===== src/rtl/mips_pkg.sv =====
// Shared types and defaults for the MIPS front end.
//   fetch_state_t      : fetch sequencer states
//   RESET_VEC_DEFAULT  : PC loaded while reset is high
//   INSTR_INC_DEFAULT  : sequential PC increment in bytes
package mips_pkg;

  typedef enum logic [1:0] {
    StIdle,
    StFetch,
    StStall,
    StDrain
  } fetch_state_t;

  localparam logic [31:0] RESET_VEC_DEFAULT = 32'h0000_0000;
  localparam logic [31:0] INSTR_INC_DEFAULT = 32'd4;

endpackage


===== src/rtl/pc_redirect_mux.sv =====
// Priority select of the front-end redirect sources.
//   exc_*    : exception redirect (highest priority)
//   br_*     : taken branch redirect
//   jmp_*    : jump / jr redirect (lowest priority)
//   redirect : any source active
//   target   : selected target, word aligned
module pc_redirect_mux (
  input  logic        exc_valid,
  input  logic [31:0] exc_vector,
  input  logic        br_taken,
  input  logic [31:0] br_target,
  input  logic        jmp_valid,
  input  logic [31:0] jmp_target,
  output logic        redirect,
  output logic [31:0] target
);

  always_comb begin
    redirect = exc_valid | br_taken | jmp_valid;
    target   = jmp_target;
    if (br_taken) begin
      target = br_target;
    end
    if (exc_valid) begin
      target = exc_vector;
    end
    target[1:0] = 2'b00;
  end

endmodule


===== src/rtl/fetch_ctrl.sv =====
// Fetch sequencer: drives the PC register input, runs the instruction-memory
// request/ack handshake and hands one instruction per accepted fetch to decode.
//   clk, rst              : clock, synchronous active-high reset
//   pc_cur / pc_next      : PC register output / input (register loads every cycle)
//   imem_req/addr/ack/rdata : instruction-memory handshake
//   exc_*, br_*, jmp_*    : redirect sources (exc > br > jmp)
//   if_valid/instr/pc     : instruction slot presented to decode
//   if_stall              : decode back-pressure
module fetch_ctrl
  import mips_pkg::*;
#(
  parameter logic [31:0] RESET_VEC = RESET_VEC_DEFAULT,
  parameter logic [31:0] INSTR_INC = INSTR_INC_DEFAULT
) (
  input  logic        clk,
  input  logic        rst,
  input  logic [31:0] pc_cur,
  output logic [31:0] pc_next,
  output logic        imem_req,
  output logic [31:0] imem_addr,
  input  logic        imem_ack,
  input  logic [31:0] imem_rdata,
  input  logic        exc_valid,
  input  logic [31:0] exc_vector,
  input  logic        br_taken,
  input  logic [31:0] br_target,
  input  logic        jmp_valid,
  input  logic [31:0] jmp_target,
  output logic        if_valid,
  output logic [31:0] if_instr,
  output logic [31:0] if_pc,
  input  logic        if_stall
);

  fetch_state_t state_q, state_d;

  logic        if_valid_q, if_valid_d;
  logic [31:0] if_instr_q, if_instr_d;
  logic [31:0] if_pc_q, if_pc_d;
  logic [31:0] skid_instr_q, skid_instr_d;
  logic [31:0] skid_pc_q, skid_pc_d;
  logic [31:0] drain_addr_q, drain_addr_d;

  logic        redirect;
  logic [31:0] target;
  logic        slot_free;
  logic [31:0] pc_inc;

  pc_redirect_mux u_redirect_mux (
    .exc_valid  (exc_valid),
    .exc_vector (exc_vector),
    .br_taken   (br_taken),
    .br_target  (br_target),
    .jmp_valid  (jmp_valid),
    .jmp_target (jmp_target),
    .redirect   (redirect),
    .target     (target)
  );

  // Slot can take a new word this edge if empty or being consumed now.
  assign slot_free = ~if_valid_q | ~if_stall;
  assign pc_inc    = pc_cur + INSTR_INC;

  always_ff @(posedge clk) begin
    if (rst) begin
      state_q      <= StIdle;
      if_valid_q   <= 1'b0;
      if_instr_q   <= 32'h0;
      if_pc_q      <= 32'h0;
      skid_instr_q <= 32'h0;
      skid_pc_q    <= 32'h0;
      drain_addr_q <= 32'h0;
    end else begin
      state_q      <= state_d;
      if_valid_q   <= if_valid_d;
      if_instr_q   <= if_instr_d;
      if_pc_q      <= if_pc_d;
      skid_instr_q <= skid_instr_d;
      skid_pc_q    <= skid_pc_d;
      drain_addr_q <= drain_addr_d;
    end
  end

  always_comb begin
    state_d      = state_q;
    // A held slot survives only while decode stalls.
    if_valid_d   = if_valid_q & if_stall;
    if_instr_d   = if_instr_q;
    if_pc_d      = if_pc_q;
    skid_instr_d = skid_instr_q;
    skid_pc_d    = skid_pc_q;
    drain_addr_d = drain_addr_q;
    case (state_q)
      StIdle: state_d = StFetch;
      StFetch: begin
        if (redirect) begin
          // Unacked request must still complete at its original address.
          if (!imem_ack) begin
            drain_addr_d = pc_cur;
            state_d      = StDrain;
          end
        end else if (imem_ack) begin
          if (slot_free) begin
            if_valid_d = 1'b1;
            if_instr_d = imem_rdata;
            if_pc_d    = pc_cur;
          end else begin
            skid_instr_d = imem_rdata;
            skid_pc_d    = pc_cur;
            state_d      = StStall;
          end
        end
      end
      StStall: begin
        if (redirect) begin
          state_d = StFetch;
        end else if (!if_stall) begin
          if_valid_d = 1'b1;
          if_instr_d = skid_instr_q;
          if_pc_d    = skid_pc_q;
          state_d    = StFetch;
        end
      end
      StDrain: begin
        if (imem_ack) begin
          state_d = StFetch;
        end
      end
      default: state_d = StIdle;
    endcase
    if (redirect) begin
      if_valid_d = 1'b0;
    end
  end

  always_comb begin
    pc_next   = pc_cur;
    imem_req  = 1'b0;
    imem_addr = pc_cur;
    case (state_q)
      StFetch: begin
        imem_req = 1'b1;
        if (redirect) begin
          pc_next = target;
        end else if (imem_ack) begin
          pc_next = pc_inc;
        end
      end
      StStall: begin
        if (redirect) begin
          pc_next = target;
        end
      end
      StDrain: begin
        imem_req  = 1'b1;
        imem_addr = drain_addr_q;
        if (redirect) begin
          pc_next = target;
        end
      end
      default: ;
    endcase
    if (rst) begin
      pc_next  = RESET_VEC;
      imem_req = 1'b0;
    end
  end

  assign if_valid = if_valid_q;
  assign if_instr = if_instr_q;
  assign if_pc    = if_pc_q;

endmodule


===== config.mk =====
export PLATFORM = sky130hd
export DESIGN_NAME = fetch_ctrl
export DESIGN_NICKNAME = d
export VERILOG_FILES = /design/src/rtl/mips_pkg.sv /design/src/rtl/pc_redirect_mux.sv /design/src/rtl/fetch_ctrl.sv
export SDC_FILE = /design/constraint.sdc
export NUM_CORES = 1
export LEC_CHECK = 0
export CAP_MARGIN = 20
export CORE_ASPECT_RATIO = 2
export CORE_MARGIN = 2
export CORE_UTILIZATION = 47
export CTS_CLUSTER_DIAMETER = 40
export DETAILED_ROUTE_END_ITERATION = 6
export GPL_ROUTABILITY_DRIVEN = 0
export PLACE_DENSITY = 0.83
export SETUP_SLACK_MARGIN = 0.1
export SLEW_MARGIN = 20
export SYNTH_ARGS = -nofsm -noshare
export SYNTH_HDL_FRONTEND = slang
export SYNTH_SLANG_ARGS = --single-unit

===== constraint.sdc =====
create_clock -name clk -period 4.1 [get_ports clk]
set_input_delay 1.23 -clock clk [delete_from_list [all_inputs] [get_ports clk]]
set_output_delay 1.23 -clock clk [all_outputs]
set_load 0.1 [all_outputs]

==> results, run 1 <==
- The number of setup violations in the final report is 16.
- In the final layout, the share of cells above drive strength 1 is 0.3003.
- For this run, the register share of the synthesized area comes to 0.3567.
- The mux contribution to synthesized area is 0.1279.
- The checks that failed: setup timing.
- The post-synthesis share of cell area spent on full adders, half adders and majority gates is 0.006839.
- Wires add up to 41410 um.
- The initial antenna violation count is 0.
- Setup repair after global routing could not meet its margin everywhere.
- The cell that appears most often on the critical path is sky130_fd_sc_hd__buf_12.
- The final setup slack of the worst path is -0.1877 ns.
- The combined area of all synthesized cells is 9148 um2.
- The run finished, with violations left.
- The utilization after layout is 0.8089.
- The type of the setup path with the least slack is primary input to output port.
- The width of the die is 102.6 um.
- STA classifies the critical path endpoint as an output port.
- The slowest stage of the critical path is the sky130_fd_sc_hd__nor4_4 cell.
- The maximum number of pins on one net before global-route repair is 129.
- The floorplan step defined a die boundary enclosing 20660 um2.
- The startpoint class of the critical path is a primary input.
- The number of ports placed on the die boundary is 297.
- The design draws 5.154 mW.
- The area growth from synthesis to layout is 69.69%.
- The number of CTS-inserted buffers is 17.
- The first global-routing pass estimated 57390 um of wire.
- The share of async-settable or async-resettable flops after synthesis is 0.
- The launch point of the worst hold path is skid_instr_q[28].
- The routed via count is 11295.
- The final routed DRC violation total is 0.
- The post-layout instance count excluding filler cells is 1821.
- Dividing the detail-routed via count by the number of cells gives 6.203.
- The largest single stage delay on the critical path is 0.39 ns.
- In this run the worst path has a maximum fanout of 7.
- At the pin with the least slew margin, the transition time is 1.043 ns.
- After synthesis, the largest family of logic cells by area is compound AO/OA/AOI/OAI gates.
- The wire-length estimate of the detail-placed layout is 25430 um.
- For this design, the sink count on the clock tree is 163.
- For this design the static power due to leakage is 5.651 nW.
- The total global routing track utilization is 0.3549.
- The number of design-rule violations left by the first detailed-router iteration is 1152.
- The most frequently used flop master after synthesis is sky130_fd_sc_hd__dfxtp_1.
- The die outline height is 201.3 um.
- The worst pin sits at a relative slew slack of 0.3028.
- The number of diodes added for antenna fixing is 0.
- The cell class contributing the biggest share of worst-path delay is simple AND/OR/NAND/NOR gates.
- The quantity of I/O buffers inserted on ports is 290.
- The number of endpoints with negative hold slack in the final report is 0.
- The initial core utilization is 0.4767.
- Once detail routing completed, the nets flagged for antenna violations numbered 0.
- STA puts the critical path data arrival time at 3.06 ns.
- The H-tree depth reported by CTS is 4.
- The tool flagged a number of max-cap violations equal to 0.
- The warning count from the yosys run is 0.
- The number of global-route vias before repair is 11015.
- Static timing analysis puts the maximum clock frequency at 233.2 MHz.
- The floorplan has 72 rows.
- The number of cells in the design after placement is 1751.
- After clock tree synthesis, the clock-pin slew on the worst setup and hold paths is 0.06 ns.
- For the finished layout, the period the worst path requires is 4.288 ns.
- STA puts the critical path data required time at 2.87 ns.
- The clock insertion delay at the later pin of the skew report is 0.42 ns.
- The startpoint of the worst setup timing path is pc_cur[12].
- After synthesis, the netlist uses 70 different library cells.
- The share of the clock period used by the worst path after layout is 1.046.
- The first detailed-routing pass took 6 iterations.
- The clock passes through at most 2 buffers.
- The path class of the tightest hold or removal check is flop to flop.
- The post-cts hold buffer count is 0.
- The synthesized design contains 163 register bits.
- The clock skew after layout is 0.01138 ns.
- The number of buffers and inverters on the critical path is 4.
- The signal on the critical path passes through buf_8 -> nand4_4 -> nor4_4 -> buf_6 -> buf_12 -> nand3_4 -> mux2i_4 -> a221oi_4 -> buf_12.
- The fraction of the mapped netlist area in compound gates is 0.2306.
- The CTS tree is built.
- The layout has 1074 filler cells.
- Of the total synthesized cell area, the portion taken by AND, OR, NAND and NOR gates is 0.2109.
- The total area inside the core boundary comes to 19190 um2.
- The number of cells produced by synthesis is 1192.
- Of the total synthesized cell area, the portion taken by XOR and XNOR cells is 0.0009575.
- The routed wire length per instance is 22.74 um.
- The post-route worst hold slack is 0.4538 ns.
- CTS placed an instance of sky130_fd_sc_hd__clkbuf_16 at the clock tree root.
- Yosys mapped a number of flops with a built-in enable equal to 0.
- The final max-slew violation count is 0.
- The worst-case IR drop observed on VDD is 0.2630 mV.
- The total power per unit cell area is 332.1 nW/um2.
- In this run the mean area of a mapped cell was 7.674 um2.
- Summed over all layers, the global routing overflow is 0.
- The final net count is 1721.
- The start of the worst register-to-register path is state_q[0].
- Synthesis produced a netlist with a net count of 1364.
## state kept, by name (all words and copies together) (netlist names)
name,count
if_instr,32
skid_instr_q,32
skid_pc_q,32
state_q,2
if_pc,32
drain_addr_q,32
if_valid,1
## report_power, final
part	switching, mW	internal (mW)
logic	1.25	0.756
registers	0.0228	1.62
clock network	0.652	0.852
total	1.92	3.23
## metrics by stage
step / worst slack [ns] / setup TNS, ns / instance area (um2)
floorplan: -0.4836 / -2.928 / 9671
finish: -0.1877 / -1.551 / 15520
CTS: -0.1491 / -0.1770 / 15080
detailed placement: -0.6149 / -14.56 / 13880
global placement: -0.6204 / -13.96 / 13880
global route: -0.3113 / -3.226 / 15520
## worst register-to-register path, stage by stage, from the launching register on
cell and delay (ns):
sky130_fd_sc_hd__dfxtp_1 0.35, sky130_fd_sc_hd__inv_1 0.15, sky130_fd_sc_hd__ha_4 0.21, sky130_fd_sc_hd__buf_4 0.66, sky130_fd_sc_hd__mux2i_1 0.16, sky130_fd_sc_hd__o32a_1 0.25
sky130_fd_sc_hd__nor2_4 0.13, sky130_fd_sc_hd__buf_12 0.41, sky130_fd_sc_hd__nor2_1 0.17, sky130_fd_sc_hd__a211oi_1 0.25
## worst paths after layout
check             cells past startpoint  slack, ns               end
hold / removal                        2       0.45  skid_instr_q[28]
setup reg to reg                      9       1.27         if_pc[22]
setup / recovery                      9      -0.19       pc_next[29]
hold reg to reg                       2       0.45  skid_instr_q[28]
## layout make-up
type / count / area, um2 / area share
Clock inverter: 12 / 110.1 / 0.007093
Multi-Input combinational cell: 900 / 6332 / 0.4079
Clock buffer: 20 / 446.7 / 0.02878
Timing Repair Buffer: 452 / 4984 / 0.3211
Sequential cell: 163 / 3263 / 0.2102
Tap cell: 259 / 324.1 / 0.02088
Inverter: 15 / 62.56 / 0.004030
## metal layers
metal,track usage,wire length (um)
met4,0.2681,4516
met1,0.3587,12980
met5,0,0
met2,0.6211,20170
met3,0.06426,3738
## kinds of logic (layout without fill, tap and decap cells)
| kind of cell | after synthesis | after routing |
|---|---|---|
| simple gates | 448 | 449 |
| xor+xnor | 1 | 1 |
| fa+ha+maj | 5 | 5 |
| compound gates | 332 | 332 |
| buf+inv | 130 | 499 |
| flops | 163 | 163 |
| mux | 113 | 113 |
## cell usage after synthesis, types with 6 or more instances
master                     count  area share
sky130_fd_sc_hd__and2_1        7      0.0048
sky130_fd_sc_hd__o21ai_0      42       0.023
sky130_fd_sc_hd__buf_6         8      0.0098
sky130_fd_sc_hd__buf_2        39       0.021
sky130_fd_sc_hd__inv_1        14      0.0057
sky130_fd_sc_hd__a211oi_1     70       0.057
sky130_fd_sc_hd__o31ai_1       8      0.0066
sky130_fd_sc_hd__a31oi_1       9      0.0062
sky130_fd_sc_hd__nand4_1      11      0.0075
sky130_fd_sc_hd__nor3b_1       6      0.0049
sky130_fd_sc_hd__mux2_2       31       0.038
sky130_fd_sc_hd__a21oi_1     131       0.072
sky130_fd_sc_hd__mux2i_1      82       0.090
sky130_fd_sc_hd__dfxtp_1     163        0.36
sky130_fd_sc_hd__nand2_1     258        0.11
sky130_fd_sc_hd__o22ai_1      12      0.0082
sky130_fd_sc_hd__nor2b_1       6      0.0041
sky130_fd_sc_hd__nor3_1       14      0.0077
sky130_fd_sc_hd__nand3_1      20       0.011
sky130_fd_sc_hd__clkbuf_1     62       0.025
sky130_fd_sc_hd__nor2_1      100       0.041
## layout by cell type (no fill, tap or decap), drive strengths merged, types with 8 or more instances in the layout
cell type,instances
a211oi,70
a21oi,132
a31oi,9
buf,254
clkbuf,24
clkdlybuf4s50,175
dfxtp,163
inv,14
mux2,31
mux2i,82
nand2,258
nand3,20
nand4,12
nor2,101
nor3,16
o21ai,42
o22ai,12
o31ai,8
## repair_timing
action | in CTS | in global routing
hold endpoints to repair | 0 | 0
pin swaps | 57 | 44
resized for setup | 235 | 81
buffers inserted | 17 | 19
setup endpoints to repair | 32 | 31
gates cloned | 3 | 1
(Power assumes the default switching activity.)
==> run 2, diff against run 1 <==
--- a/config.mk
+++ b/config.mk
@@ -7,7 +7,7 @@
 export LEC_CHECK = 0
 export CAP_MARGIN = 20
 export CORE_ASPECT_RATIO = 2
-export CORE_MARGIN = 2
+export CORE_MARGIN = 1
 export CORE_UTILIZATION = 47
 export CTS_CLUSTER_DIAMETER = 40
 export DETAILED_ROUTE_END_ITERATION = 6
==> results, run 2 (synthesized netlist as in run 1, its figures left out) <==
- The final-layout setup total negative slack is -1.842 ns (-0.2911 ns).
- The per-cell via count in the routed design is 6.428 (+3.6%).
- The CTS root buffer is sky130_fd_sc_hd__clkbuf_16.
- The delay contributed by the slowest stage of the critical path is 0.73 ns (+0.34 ns).
- The total power per unit cell area was 341.0 nW/um2 (+2.7%).
- The die area was 20060 um2 (-2.9%).
- The total global routing track utilization was 0.3841 (+0.02914).
- The number of global-route vias before repair was 11293 (+2.5%).
- The nature of the critical path endpoint is an output port.
- The minimum clock period came to 4.284 ns (-0.003326 ns).
- The slew at the pin closest to its max-slew limit is 1.062 ns (+0.01914 ns).
- TritonCTS built the clock tree.
- The number of CTS-inserted buffers is 17 (unchanged).
- The endpoint of the worst hold-timing path is skid_instr_q[29].
- The quantity of I/O buffers inserted on ports is 290 (unchanged).
- Setup repair after global routing could not meet its margin everywhere.
- The worst ir drop on vdd came to 0.3194 mV (+21%).
- In the layout the commonest cells are sky130_fd_sc_hd__nand2_1, sky130_fd_sc_hd__clkdlybuf4s50_1, sky130_fd_sc_hd__dfxtp_1.
- The share of the clock period used by the worst path after layout was 1.045 (about the same).
- The post-cts hold buffer count is 0 (unchanged).
- The detailed placement HPWL is 25180 um (-0.97%).
- The width of the die is 100.6 um (-1.9%).
- The slowest stage of the critical path is the sky130_fd_sc_hd__nor3_1 cell.
- The checks that failed: DRC, setup timing.
- The total chip power is 5.364 mW (+4.1%).
- The CTS clock-pin slew for the worst setup and hold paths was 0.06 ns (about the same).
- The area taken by flip-flops and latches is 3263 um2 (unchanged).
- The routed wire length per instance is 24.05 um (+5.8%).
- The remaining number of nets flagged by the antenna check after routing came to 0 (unchanged).
- The routed via count is 11731 (+3.9%).
- The area of the multi-input gates is 6364 um2 (+0.49%).
- The number of ports placed on the die boundary is 297 (unchanged).
- The critical path arrival was 3.05 ns (about the same).
- The critical path in this run is classified as primary input to output port.
- The launch point of the worst hold path is skid_instr_q[29].
- The clock insertion delay at the later pin of the skew report is 0.42 ns (about the same).
- The number of setup violations in the final report was 21 (+5).
- The path depth of the worst reg2reg path is 10 (+1).
- The final routed DRC violation total is 2 (+2).
- The relative slew slack is 0.2900 (-0.01280).
- The library cell used most frequently in the layout, excluding fill and tap cells, is sky130_fd_sc_hd__nand2_1.
- The initial antenna violation count is 2 (+2).
- The slack of the worst reg-to-reg path is 1.40 ns (+0.13 ns).
- The total wire length is 43900 um (+6.0%).
- The leakage dissipation is 5.767 nW (+2.1%).
- The number of max-cap violations is 0 (unchanged).
- The worst slack after detailed placement is -0.5761 ns (+0.03883 ns).
- The worst setup path is launched from a primary input.
- Traced cell by cell, the critical path runs through buf_6 -> buf_4 -> nor3_1 -> a31oi_4 -> o32ai_4 -> buf_12.
- The H-tree depth reported by CTS is 4 (unchanged).
- The final setup slack of the worst path is -0.1844 ns (+0.003326 ns).
- The first-pass GRT wire length was 58760 um (+2.4%).
- The layout cell share with drive strength beyond 1 is 0.3048 (+0.004591).
- The number of endpoints with negative hold slack in the final report is 0 (unchanged).
- The number of buffers and inverters on the critical path is 3 (-1).
- The cell depth of the worst hold path is 2 (unchanged).
- The number of standard-cell rows in the floorplan is 71 (-1.4%).
- The number of design-rule violations left by the first detailed-router iteration came to 1261 (+9.5%).
- The area overhead of the layout relative to synthesis is 71.97%.
- The final global-route overflow total is 0 (unchanged).
- The initial core utilization is 0.4834 (+0.006714).
- The required time reported for the critical path endpoint came to 2.87 ns (about the same).
- The worst hold path belongs to the class flop to flop.
- The number of clock sinks seen by CTS is 163 (unchanged).
- The peak fanout along the critical path is 12 (+5).
- The endpoint of the most critical register-to-register path is if_pc[16].
- The post-route worst hold slack is 0.4523 ns (-0.001535 ns).
- The buffer depth of the longest clock path is 2 (unchanged).
- The achievable clock frequency was 233.4 MHz (about the same).
- The maximum number of pins on one net before global-route repair is 77 (-40%).
- The cell class contributing the biggest share of worst-path delay is simple AND/OR/NAND/NOR gates.
- The core footprint came to 18920 um2 (-1.4%).
- The utilization after layout is 0.8314 (+0.02244).
- The startpoint identified for the worst register-to-register timing path is state_q[1].
- The number of filler instances in the final layout is 984 (-8.4%).
- The final max-slew violation count is 0 (unchanged).
- The clock skew after layout is 0.004854 ns (-0.006528 ns).
- The final net count came to 1727 (+0.35%).
- The die outline height is 199.3 um (-0.99%).
- The length of the first detailed-routing pass in iterations is 7 (+1).
- The flow ran to the end, but the final reports show violations.
## run 2: final cells by class
class | count | share of cell area
inverter | 15 | 0.003897
multi-input combinational | 900 | 0.4045
clock inverter | 15 | 0.01241
sequential | 163 | 0.2074
antenna | 2 | 0.0003181
tap | 255 | 0.02028
timing repair buffer | 458 | 0.3241
clock buffer | 17 | 0.02704
## run 2: what timing repair did
action | 4_1_cts | 5_1_grt
gates resized for setup | 224 | 102
pin swaps | 63 | 49
setup endpoints to repair | 32 | 32
gates cloned | 2 | 0
setup buffers | 23 | 12
## run 2: how the worst max path moves through the flow
stage / end / start / cells after the start
floorplan: pc_next[17] / pc_cur[4] / 6
global placement: pc_next[21] / imem_ack / 7
detailed placement: pc_next[21] / imem_ack / 7
CTS: pc_next[17] / br_taken / 10
global route: pc_next[22] / pc_cur[3] / 10
finish: pc_next[22] / rst / 6
## run 2: worst reg2reg max path, delay by kind of cell (launching register included)
family	cells	cell delay, ns
compound gates	2	0.56
fa+ha+maj	1	0.32
buf+inv	4	0.81
flops	1	0.37
simple gates	3	0.55
## run 2: where the power goes
| group | internal [mW] | switching [mW] |
|---|---|---|
| sequential | 1.62 | 0.0228 |
| combinational | 0.764 | 1.28 |
| clock | 0.976 | 0.697 |
| total | 3.36 | 2.00 |
## run 2: per-stage QoR
| stage | instance area, um2 | std cells |
|---|---|---|
| floorplan | 9671 | 1192 |
| global placement | 14010 | 1758 |
| detailed placement | 14010 | 1758 |
| CTS | 15240 | 1814 |
| global route | 15730 | 1825 |
| finish | 15730 | 1825 |
## run 2: routing by layer
layer / vias up / part of all wire / wire (um) / track usage
met5: - / 0 / 0 / 0
met3: 429 / 0.096 / 4221 / 0.09164
met2: 1013 / 0.47 / 20490 / 0.6687
met4: 0 / 0.13 / 5563 / 0.3484
met1: 5344 / 0.31 / 13620 / 0.3678
li1: 4945 / - / - / -
